## config.mk

```make
export PLATFORM = sky130hd
export DESIGN_NAME = attn_tile_sequencer
export DESIGN_NICKNAME = d
export VERILOG_FILES = /design/src/rtl/attn_tile_sequencer.sv
export SDC_FILE = /design/constraint.sdc
export NUM_CORES = 1
export LEC_CHECK = 0
export BUFFER_PORTS_ARGS = -buffer_cell sky130_fd_sc_hd__buf_2
export CORE_AREA = 2 2 213 215
export DETAILED_ROUTE_END_ITERATION = 7
export DIE_AREA = 0 0 215 217
export GPL_TIMING_DRIVEN = 0
export HOLD_SLACK_MARGIN = 0.05
export PLACE_DENSITY = 0.55
export SLEW_MARGIN = 25
export SYNTH_ARGS = -nofsm -noshare
export SYNTH_HDL_FRONTEND = slang
export SYNTH_SLANG_ARGS = --single-unit
export TNS_END_PERCENT = 30
```

## constraint.sdc

```tcl
create_clock -name clk -period 12.5 [get_ports clk]
set_clock_uncertainty 0.15 [all_clocks]
set_input_delay 0.625 -clock clk [delete_from_list [all_inputs] [get_ports clk]]
set_output_delay 0.625 -clock clk [all_outputs]
set_load 0.005 [all_outputs]
```

## src/rtl/attn_tile_sequencer.sv

```systemverilog
// Feed/control sequencer for the 4x4 attention systolic array: takes operand tiles from a stream,
// holds each one on the array for a fixed issue window and walks the row/column tile schedule of one head.
module attn_tile_sequencer #(
    parameter int WIDTH        = 8,
    parameter int ISSUE_CYCLES = 10,
    parameter int CNT_W        = 8
) (
    input  logic                  clk,
    input  logic                  reset,
    input  logic                  start,
    input  logic [1:0]            mode,
    input  logic [CNT_W-1:0]      num_col_tiles,
    input  logic [CNT_W-1:0]      num_row_tiles,
    input  logic [16*WIDTH-1:0]   tile_a,
    input  logic [16*WIDTH-1:0]   tile_b,
    input  logic                  tile_valid,
    output logic                  tile_ready,
    output logic [16*WIDTH-1:0]   arr_a,
    output logic [16*WIDTH-1:0]   arr_b,
    output logic [7:0]            arr_enables,
    output logic                  arr_mul_integer,
    output logic                  arr_mul_fractions,
    output logic                  arr_mul_value,
    output logic                  arr_last_tile,
    output logic                  arr_end_of_row,
    output logic                  arr_end_of_head,
    output logic                  arr_reset_pe_n,
    output logic                  arr_reset_row_n,
    output logic                  arr_reset_head_n,
    input  logic                  arr_done,
    output logic                  busy,
    output logic                  done
);
    localparam int ICW = $clog2(ISSUE_CYCLES + 1);

    localparam logic [2:0] IDLE  = 3'd0;
    localparam logic [2:0] HCLR  = 3'd1;
    localparam logic [2:0] LOAD  = 3'd2;
    localparam logic [2:0] ISSUE = 3'd3;
    localparam logic [2:0] RCLR  = 3'd4;
    localparam logic [2:0] WAITD = 3'd5;
    localparam logic [2:0] DONE  = 3'd6;

    logic [2:0]           state_reg, state_next;
    logic [1:0]           mode_reg;
    logic [CNT_W-1:0]     ncol_reg, nrow_reg, col_cnt_reg, row_cnt_reg;
    logic [ICW-1:0]       issue_cnt_reg;
    logic [16*WIDTH-1:0]  arr_a_reg, arr_b_reg;
    logic                 reset_pe_n_reg, reset_row_n_reg, reset_head_n_reg;

    logic in_issue, last_col, last_row, issue_end, accept;

    assign in_issue  = (state_reg == ISSUE);
    assign last_col  = (col_cnt_reg == ncol_reg - CNT_W'(1));
    assign last_row  = (row_cnt_reg == nrow_reg - CNT_W'(1));
    assign issue_end = in_issue && (issue_cnt_reg == ICW'(ISSUE_CYCLES - 1));
    assign accept    = (state_reg == LOAD) && tile_valid;

    always_comb begin
        state_next = state_reg;
        case (state_reg)
            IDLE:    if (start) state_next = HCLR;
            HCLR:    state_next = LOAD;
            LOAD:    if (tile_valid) state_next = ISSUE;
            ISSUE: begin
                if (issue_end) begin
                    if (!last_col)      state_next = LOAD;
                    else if (!last_row) state_next = RCLR;
                    else                state_next = WAITD;
                end
            end
            RCLR:    state_next = LOAD;
            WAITD:   if (arr_done) state_next = DONE;
            DONE:    state_next = IDLE;
            default: state_next = IDLE;
        endcase
    end

    always_ff @(posedge clk or posedge reset) begin
        if (reset) begin
            state_reg        <= IDLE;
            mode_reg         <= 2'd0;
            ncol_reg         <= '0;
            nrow_reg         <= '0;
            col_cnt_reg      <= '0;
            row_cnt_reg      <= '0;
            issue_cnt_reg    <= '0;
            arr_a_reg        <= '0;
            arr_b_reg        <= '0;
            reset_pe_n_reg   <= 1'b0;
            reset_row_n_reg  <= 1'b0;
            reset_head_n_reg <= 1'b0;
        end else begin
            state_reg <= state_next;
            // Clears are registered off the next state so they are low exactly in HCLR/RCLR.
            reset_head_n_reg <= (state_next != HCLR);
            reset_row_n_reg  <= (state_next != HCLR);
            reset_pe_n_reg   <= (state_next != RCLR);

            if (state_reg == IDLE && start) begin
                mode_reg    <= mode;
                ncol_reg    <= (num_col_tiles == '0) ? CNT_W'(1) : num_col_tiles;
                nrow_reg    <= (num_row_tiles == '0) ? CNT_W'(1) : num_row_tiles;
                col_cnt_reg <= '0;
                row_cnt_reg <= '0;
            end

            if (accept) begin
                arr_a_reg     <= tile_a;
                arr_b_reg     <= tile_b;
                issue_cnt_reg <= '0;
            end

            if (in_issue) begin
                issue_cnt_reg <= issue_cnt_reg + ICW'(1);
                // Counters advance only at the window end so the row/head flags stay stable while issuing.
                if (issue_end) begin
                    if (!last_col) begin
                        col_cnt_reg <= col_cnt_reg + CNT_W'(1);
                    end else if (!last_row) begin
                        col_cnt_reg <= '0;
                        row_cnt_reg <= row_cnt_reg + CNT_W'(1);
                    end
                end
            end
        end
    end

    assign tile_ready        = (state_reg == LOAD);
    assign busy              = (state_reg != IDLE);
    assign done              = (state_reg == DONE);
    assign arr_a             = arr_a_reg;
    assign arr_b             = arr_b_reg;
    assign arr_enables       = in_issue ? 8'hFF : 8'h00;
    // Reserved mode 3 falls back to integer multiply.
    assign arr_mul_integer   = in_issue && (mode_reg == 2'd0 || mode_reg == 2'd3);
    assign arr_mul_fractions = in_issue && (mode_reg == 2'd1);
    assign arr_mul_value     = in_issue && (mode_reg == 2'd2);
    assign arr_last_tile     = in_issue && last_col;
    assign arr_end_of_row    = in_issue && last_col;
    assign arr_end_of_head   = in_issue && last_col && last_row;
    assign arr_reset_pe_n    = reset_pe_n_reg;
    assign arr_reset_row_n   = reset_row_n_reg;
    assign arr_reset_head_n  = reset_head_n_reg;
endmodule

```

==> metrics.md <==
| Metric | Value |
|---|---|
| Status | complete, no violations |
| Seq cells post-synth | 299 |
| Vias in the first global route | 9655 |
| CP bufs+invs | 4 |
| IO Port Bufs | 554 |
| Antenna violations before repair | 6 |
| Pwr per Cell Area | 230 nW/um^2 |
| Worst path slowest cell | dfrtp_1 |
| Worst Setup Start Kind | register |
| Clock tree sinks | 299 |
| Worst-path clk slew | 0.05 ns |
| Cell Rows | 78 |
| Unrepaired setup endpoints after global routing | false |
| PostCTS Resize Cnt | 0 |
| CP endpoint kind | output pin |
| WP depth | 12 |
| Avg Inst Size Synth | 14.2 sq um |
| Final worst-path cycle share | 0.303 |
| Final nets | 1748 |
| Routability Congestion | 0.804 |
| Hold Path Class | in -> reg |
| Placed Cells | 2022 |
| Crit path time final | 3.79 ns |
| CTS buffer count | 36 |
| WS Path Type | reg -> out |
| Max-cap check violation count | 0 |
| Post-synth top cells | dfrtp_1, mux2_2, nand2_1, buf_2, nor2_1 |
| Postcts setup bufs | 0 |
| CTS tree | built |
| Total GRT Usage | 0.162 |
| Starting Density | 0.275 |
| Sequential area share after synthesis | 0.609 |
| Clock Tree Root | clkbuf_16 |
| Synth top area share | 0.609 |
| Synth top area cells | dfrtp_1, mux2_2, nand2_1 |
| Final Setup Violations | 0 |
| CP required | 11.73 ns |
| Core footprint | 44700 sq um |
| Hold path depth | 3 |
| Pwr Total | 3.94 mW |
| # hold bufs at CTS | 1 |
| Final Max Slew Viols | 0 |
| Lkg Pwr | 8.47 nW |
| DP HPWL | 30000 microns |
| Synthesized area | 12300 sq um |
| Total die area | 46700 sq um |
| Total of warnings raised by yosys | 0 |
| Most common cell in the netlist | dfrtp_1 |
| Clk_lat worst skew | 0.53 ns |
| Delay-heaviest family, CP | simple AND/OR/NAND/NOR gates |
| Die H | 217 microns |
| Residual DRC count | 0 |
| Die Width | 215 microns |
| Syn nets | 1152 |
| Non-Filler Instances | 2091 |
| Synth Instances | 865 |
| Initial DRC count | 324 |
| Slew @ Worst Pin | 0.876 ns |
| Critical path cell sequence | inv_1 > ha_1 > xnor2_1 > and4_1 > a22oi_1 > a2111oi_4 > and2_1 > buf_6 > buf_12 > nand3_1 > nor2_1 > buf_2 |
| Post-route setup slack | 8.71 ns |
| Synth cell types | 56 |
| First-pass GRT wire length | 58100 microns |
| Setup slack, reg-to-reg | 9.42 ns |
| Max Fclk | 0.264 GHz |
| Detailed-route wire length per cell | 18.5 microns |
| Arrival time of the worst setup path | 3.02 ns |
| Prevailing post-synth register cell | dfrtp_1 |
| Area growth syn-to-layout | 39.1% |
| I/O Pins | 555 |
| Drt first pass iters | 4 |
| Crit path largest cell delay | 0.44 ns |
| Met2 Use GR | 0.277 |
| Via count | 9152 |
| Gr ovfl total | 0 |
| Final ANT Viol Nets | 0 |
| Peak supply drop | 0.153 mV |
| Grt met1 use | 0.191 |
| Pre-CTS WS | 9.24 ns |
| Final setup TNS | 0 ns |
| EDFF count, synth | 0 |
| Largest net degree at the start of global routing | 92 |
| Global route hottest layer | met2 |
| Via density | 4.38 |
| Hold Vio Cnt, Final | 0 |
| Reg2reg path depth | 7 |
| Clock tree buffer depth | 3 |
| Layout cells sized above 1 | 0.629 |
| Met3 Resource Use GR | 0.0595 |
| H-tree Lvls | 2 |
| WL final | 38700 microns |
| Asr flop ratio synth | 1.00 |
| Critical path peak fanout | 10 |
| Max_slew headroom | 0.416 |
| Top cell type by total area after synthesis | dfrtp_1 |
-- cells in the final DEF (no fill, tap or decap), drive strengths merged, types with 6 or more instances in the layout --
cell type	Yosys	layout
clkinv	1	13
xnor2	9	9
and2	6	6
xor2	10	10
a21oi	14	14
nand2	62	62
dfrtp	299	299
buf	35	592
a31o	6	6
nor3	10	10
o21ai	14	14
mux2i	8	8
or3	6	6
nor2	18	18
mux2	257	257
inv	14	16
clkbuf	18	66
ha	8	8
nand3	14	14
nand4	7	7
-- routing by layer --
metal  share of wire  wire (microns)  vias to the layer above
met5               0               0                        -
met4           0.017             663                        0
met3           0.083            3220                       43
met2            0.50           19500                      336
met1            0.40           15400                     4534
li1                -               -                     4239
-- final timing paths --
path                                        from          endpoint
worst max-delay path                 ncol_reg[0]   arr_end_of_head
worst min-delay path            num_col_tiles[5]       ncol_reg[5]
worst max register to register      state_reg[0]         arr_a[72]
worst min register to register  issue_cnt_reg[3]  issue_cnt_reg[3]
max in group asynchronous                  reset        arr_a[121]
min in group asynchronous                  reset        arr_b[118]
-- worst register-to-register path, cell delays in order (launching register included) --
cell,delay [ns]
dfrtp_1,0.37
clkbuf_1,0.20
nor3b_1,0.29
and2_1,0.17
clkbuf_1,0.46
clkbuf_1,0.53
buf_2,0.40
mux2_2,0.39
-- cells by family after synthesis --
kind of cell	after synthesis	share of synthesized area
multiplexers	265	0.242
AND/OR/NAND/NOR	152	0.0624
adder cells (fa/ha/maj)	8	0.00814
flip-flops	299	0.609
buffers and inverters	69	0.0313
AO/OA/AOI/OAI	53	0.0334
XOR/XNOR	19	0.0141
-- power breakdown --
| group | internal [mW] | total [mW] | switching (mW) |
|---|---|---|---|
| logic | 0.730 | 1.28 | 0.550 |
| registers | 1.40 | 1.62 | 0.221 |
| clock network | 0.620 | 1.04 | 0.418 |
-- per-stage QoR --
stage | hold slack (ns) | area (sq um) | util
2_1_floorplan | 0.300 | 12300 | -
3_3_place_gp | 0.325 | 15800 | 0.354
3_5_place_dp | 0.331 | 15900 | 0.356
4_1_cts | 0.121 | 17100 | 0.382
5_1_grt | 0.131 | 17100 | 0.382
6_report | 0.166 | 17100 | 0.382
-- cell type report --
class | count | area [sq um]
Antenna cell | 3 | 7.51
Buffer | 54 | 329
Clock buffer | 48 | 1030
Clock inverter | 17 | 145
Fill cell | 4499 | 27600
Inverter | 15 | 63.8
Multi-Input combinational cell | 497 | 4430
Sequential cell | 299 | 7480
Tap cell | 600 | 751
Timing Repair Buffer | 558 | 2870
(Power assumes the default switching activity.)
